===== src/rtl/graphics_pipeline_sequencer_pkg.sv =====
// graphics_pipeline_sequencer_pkg: shared state encoding, parameter map and sizes
package graphics_pipeline_sequencer_pkg;
  localparam int param_w = 16;
  localparam int param_n = 16;
  typedef enum logic [1:0] {st_idle, st_issue, st_wait, st_output} state_t;
  localparam logic [4:0] a_cam_ver_x = 5'd0;
  localparam logic [4:0] a_cam_ver_y = 5'd1;
  localparam logic [4:0] a_cam_ver_z = 5'd2;
  localparam logic [4:0] a_cam_dc = 5'd3;
  localparam logic [4:0] a_cos_roll = 5'd4;
  localparam logic [4:0] a_cos_pitch = 5'd5;
  localparam logic [4:0] a_cos_yaw = 5'd6;
  localparam logic [4:0] a_sen_roll = 5'd7;
  localparam logic [4:0] a_sen_pitch = 5'd8;
  localparam logic [4:0] a_sen_yaw = 5'd9;
  localparam logic [4:0] a_scale_x = 5'd10;
  localparam logic [4:0] a_scale_y = 5'd11;
  localparam logic [4:0] a_scale_z = 5'd12;
  localparam logic [4:0] a_transl_x = 5'd13;
  localparam logic [4:0] a_transl_y = 5'd14;
  localparam logic [4:0] a_transl_z = 5'd15;
endpackage


===== src/rtl/graphics_pipeline_sequencer_param_regfile.sv =====
// gp_param_regfile: transform parameter registers with idle-only write and reject pulse
module gp_param_regfile
  import graphics_pipeline_sequencer_pkg::*;
#(
  parameter int N = param_n
)(
  input  logic                   clk,
  input  logic                   rst_n,
  input  logic                   wr_en,
  input  logic [4:0]             addr,
  input  logic [param_w-1:0]     data,
  input  logic                   idle,
  output logic [N*param_w-1:0]   param_bus,
  output logic                   cfg_err
);
  localparam int aw = $clog2(N);
  logic [param_w-1:0] regs [N];
  logic ok;
  assign ok = wr_en && idle && (addr < 5'(N));
  for (genvar k = 0; k < N; k++) assign param_bus[k*param_w +: param_w] = regs[k];
  always_ff @(posedge clk)
    if (!rst_n) begin
      for (int i = 0; i < N; i++) regs[i] <= '0;
      cfg_err <= 1'b0;
    end else begin
      if (ok) regs[addr[aw-1:0]] <= data;
      cfg_err <= wr_en && !ok;
    end
endmodule


===== src/rtl/graphics_pipeline_sequencer.sv =====
// graphics_pipeline_sequencer: batch sequencer feeding vertices to a fixed-latency transform datapath
module graphics_pipeline_sequencer
  import graphics_pipeline_sequencer_pkg::*;
#(
  parameter int LATENCY = 4,
  parameter int NUM_PARAMS = param_n
)(
  input  logic                          i_Clk,
  input  logic                          i_Rst_n,
  input  logic                          i_CfgWrEn,
  input  logic [4:0]                    i_CfgAddr,
  input  logic [param_w-1:0]            i_CfgData,
  output logic                          o_CfgErr,
  input  logic                          i_Start,
  input  logic [15:0]                   i_VertexCount,
  input  logic                          i_VertexValid,
  output logic                          o_VertexReady,
  input  logic [15:0]                   i_VertexX,
  input  logic [15:0]                   i_VertexY,
  input  logic [15:0]                   i_VertexZ,
  output logic [NUM_PARAMS*param_w-1:0] o_ParamBus,
  output logic [15:0]                   o_DpVertexX,
  output logic [15:0]                   o_DpVertexY,
  output logic [15:0]                   o_DpVertexZ,
  output logic                          o_DpValid,
  input  logic [15:0]                   i_DpResultX,
  input  logic [15:0]                   i_DpResultY,
  output logic                          o_PixelValid,
  input  logic                          i_PixelReady,
  output logic [15:0]                   o_PixelX,
  output logic [15:0]                   o_PixelY,
  output logic                          o_Busy,
  output logic                          o_Done
);
  state_t state;
  logic [15:0] remaining;
  logic [3:0] wait_cnt;
  assign o_VertexReady = state == st_issue;
  assign o_PixelValid = state == st_output;
  assign o_Busy = state != st_idle;
  gp_param_regfile #(.N(NUM_PARAMS)) u_regs (
    .clk(i_Clk),
    .rst_n(i_Rst_n),
    .wr_en(i_CfgWrEn),
    .addr(i_CfgAddr),
    .data(i_CfgData),
    .idle(state == st_idle),
    .param_bus(o_ParamBus),
    .cfg_err(o_CfgErr)
  );
  always_ff @(posedge i_Clk)
    if (!i_Rst_n) begin
      state <= st_idle;
      remaining <= '0;
      wait_cnt <= '0;
      o_DpVertexX <= '0;
      o_DpVertexY <= '0;
      o_DpVertexZ <= '0;
      o_DpValid <= 1'b0;
      o_PixelX <= '0;
      o_PixelY <= '0;
      o_Done <= 1'b0;
    end else begin
      o_DpValid <= 1'b0;
      o_Done <= 1'b0;
      case (state)
        st_idle:
          if (i_Start) begin
            if (i_VertexCount == '0) o_Done <= 1'b1;
            else begin
              remaining <= i_VertexCount;
              state <= st_issue;
            end
          end
        st_issue:
          if (i_VertexValid) begin
            o_DpVertexX <= i_VertexX;
            o_DpVertexY <= i_VertexY;
            o_DpVertexZ <= i_VertexZ;
            o_DpValid <= 1'b1;
            wait_cnt <= 4'(LATENCY);
            state <= st_wait;
          end
        st_wait: begin
          wait_cnt <= wait_cnt - 4'd1;
          if (wait_cnt == 4'd1) begin
            o_PixelX <= i_DpResultX;
            o_PixelY <= i_DpResultY;
            state <= st_output;
          end
        end
        st_output:
          if (i_PixelReady) begin
            remaining <= remaining - 16'd1;
            o_Done <= remaining == 16'd1;
            state <= remaining == 16'd1 ? st_idle : st_issue;
          end
        default: state <= st_idle;
      endcase
    end
endmodule


===== config.mk =====
export PLATFORM = sky130hd
export DESIGN_NAME = graphics_pipeline_sequencer
export DESIGN_NICKNAME = d
export VERILOG_FILES = /design/src/rtl/graphics_pipeline_sequencer_pkg.sv /design/src/rtl/graphics_pipeline_sequencer_param_regfile.sv /design/src/rtl/graphics_pipeline_sequencer.sv
export SDC_FILE = /design/constraint.sdc
export NUM_CORES = 1
export LEC_CHECK = 0
export ABC_AREA = 1
export CORE_MARGIN = 3
export CORE_UTILIZATION = 32
export DETAILED_ROUTE_END_ITERATION = 8
export GPL_ROUTABILITY_DRIVEN = 0
export PLACE_DENSITY_LB_ADDON = 0.25
export SLEW_MARGIN = 20
export SYNTH_ARGS = -nofsm -noshare
export SYNTH_HDL_FRONTEND = slang
export SYNTH_SLANG_ARGS = --single-unit

===== constraint.sdc =====
create_clock -name i_Clk -period 6.8 [get_ports i_Clk]
set_clock_uncertainty 0.15 [all_clocks]
set_input_delay 2.04 -clock i_Clk [delete_from_list [all_inputs] [get_ports i_Clk]]
set_output_delay 2.04 -clock i_Clk [all_outputs]
set_load 0.05 [all_outputs]

==> run summary <==
Status = finished, final reports clean
Fillers = 3902
ANT cells = 0
Top_reg_cell synth = edfxtp_1
Syn nets = 1391
Register area = 9790 um^2
Die height = 214 um
Critical Path Sink = o_PixelValid
Post-Syn Area per Cell = 11.0 um^2
RSZ-0062 raised after global routing = false
Dominant cells by area after synthesis = edfxtp_1 56%, dfxtp_1 15%, nor2_1 11%
Initial antenna violation count = 1
Total wire length = 46300 um
Post-synth ARST share = 0%
Worst path arrival time = 2660 ps
Layout cell share with drive strength beyond 1 = 5.67%
CTS clk-pin slew, worst paths = 60 ps
R2R cell count = 6
Initial DRC Count = 598
# Post-CTS Setup Buffers = 0
Setup violations, final = 0
Most numerous cell in the Yosys netlist = nor2_1
Post-synthesis cell count = 1259
Final Hold Viols = 0
FF+latch count, synth = 361
Multi-input gate area = 3340 um^2
Reg2reg setup slack = 3850 ps
Grt ovf = 0
Vias in the first global route = 10300
Fin Setup TNS = 0 ps
Buffers added on ports = 464
Clk buf depth = 3
Post-synth top cells = 409 x nor2_1, 256 x edfxtp_1, 105 x dfxtp_1
Clock latency on the worst-skew pair = 540 ps
TritonCTS Buffers = 39
Max Slew Vio Count = 0
Min cycle time layout = 4850 ps
TritonCTS clock tree = built
Worst min path class = flop to flop
Pre-antenna DRT Iters = 5
EDFF count, synth = 256
# IOs = 465
Layout Nets = 1833
Fin util = 47.4%
Critical Path Start = state[0]
CP Class = flop to primary output
Die area = 45700 um^2
Row count = 75
Warning count from the yosys run = 0
First-pass GRT wire length = 65400 um
H-tree levels = 2
Worst reg2reg path startpoint = state[0]
Clock Sinks = 361
Worst r2r dst = u_regs.regs[9][11]
Worst IR Drop VDD = 231 uV
Worst slew pin tran = 1150 ps
Final worst-path cycle share = 71.3%
Critical Path Sink Type = primary output
Finished Layout Cells = 2304
Cts repair resizes = 0
Clk root buf = clkbuf_16
Vias/cell = 4.61
Crit-path max FO = 23
PwrDens = 318 nW/um^2
Cell variety after synth = 30
Sequential share of the synthesized area = 70.8%
Initial core utilization = 32.7%
WL/cell = 20.1 um
Die width = 214 um
DP HPWL = 32700 um
Drt drc = 0
Rel. slew slack = 23.0%
MaxCap Viol Count = 0
Hold_buf cts = 0
Synth top area share = 55.6%
GRT Total Usage = 19.5%
Area leader, netlist = edfxtp_1
Largest net degree at the start of global routing = 82
Critical Path RT = 4610 ps
Max Freq = 206 MHz
CP Launch Type = flop
Mapped Area = 13800 um^2
Placed cell count = 2237
Pwr Total = 6380 uW
Area grow syn2layout = 45.1%
Core Footprint = 42300 um^2
Total number of vias = 10600
Post-DRT Antenna Nets = 0
Leakage = 0.00755 uW
-- worst min-delay path by stage --
stage / startpoint / slack [ps] / cells after the start / endpoint
2_1_floorplan: remaining[13] / 320 / 2 / remaining[13]
3_3_place_gp: o_PixelX[13] / 280 / 2 / o_PixelX[13]
3_5_place_dp: o_PixelX[13] / 290 / 2 / o_PixelX[13]
4_1_cts: o_PixelX[4] / 300 / 2 / o_PixelX[4]
5_1_grt: o_PixelY[0] / 310 / 2 / o_PixelY[0]
6_report: o_PixelX[4] / 290 / 2 / o_PixelX[4]
-- registers in the layout, summed over array words and instances (netlist names), 2 cells and up --
register	flops
wait_cnt	4
o_DpVertexX	16
state	2
o_DpVertexY	16
u_regs.regs	256
o_PixelX	16
remaining	16
o_PixelY	16
o_DpVertexZ	16
-- cells by family after synthesis --
logic type                 Yosys count  share of synthesized area [%]
AOI/OAI and AO/OA                  152                           5.58
xor gates and xnor gates             4                          0.253
adders and majority gates            9                          0.815
buffers and inverters              149                           5.06
DFF                                361                           70.8
and+or+nand+nor                    584                           17.5
-- layer usage --
layer	track usage, %	wire length [um]	up-vias
met5	0	18	-
met4	5.47	1060	2
met3	6.76	5020	70
met2	32.6	21900	524
met1	23.9	18300	5003
li1	-	-	5027
-- per-stage QoR --
stage / hold WS [ps] / setup slack, ps / cell area (um^2)
floorplan: 319 / 3080 / 13800
global placement: 281 / 2150 / 18800
detailed placement: 288 / 2090 / 18800
CTS: 295 / 1930 / 20100
global route: 312 / 1820 / 20100
finish: 292 / 1950 / 20100
-- report_power, final --
group / internal (uW) / switching, uW
clock network: 1210 / 851
registers: 2540 / 122
logic: 520 / 1140
total: 4260 / 2120
-- layout make-up --
cell class / count / share of cell area (%)
Clock buffer: 51 / 5.25
Clock inverter: 16 / 0.855
Inverter: 82 / 1.53
Multi-Input combinational cell: 749 / 16.7
Sequential cell: 361 / 48.8
Tap cell: 577 / 3.60
Timing Repair Buffer: 468 / 23.3
-- cells in the final DEF (no fill, tap or decap), types with 8 or more instances in the layout --
| cell type | count |
|---|---|
| clkdlybuf4s50_1 | 463 |
| nor2_1 | 409 |
| edfxtp_1 | 256 |
| dfxtp_1 | 105 |
| nand2_1 | 104 |
| o21ai_0 | 96 |
| inv_1 | 80 |
| a21oi_1 | 50 |
| clkbuf_16 | 40 |
| nand3_1 | 18 |
| nand2_2 | 16 |
| clkbuf_1 | 10 |
| nor2_2 | 9 |
| ha_1 | 9 |
| nand4_1 | 8 |
-- worst max-delay path, stage by stage, from the launching register on --
cell	delay, ps
dfxtp_1	390
ha_1	740
clkdlybuf4s50_1	980
Note: power is estimated with default switching activity, not from simulation.
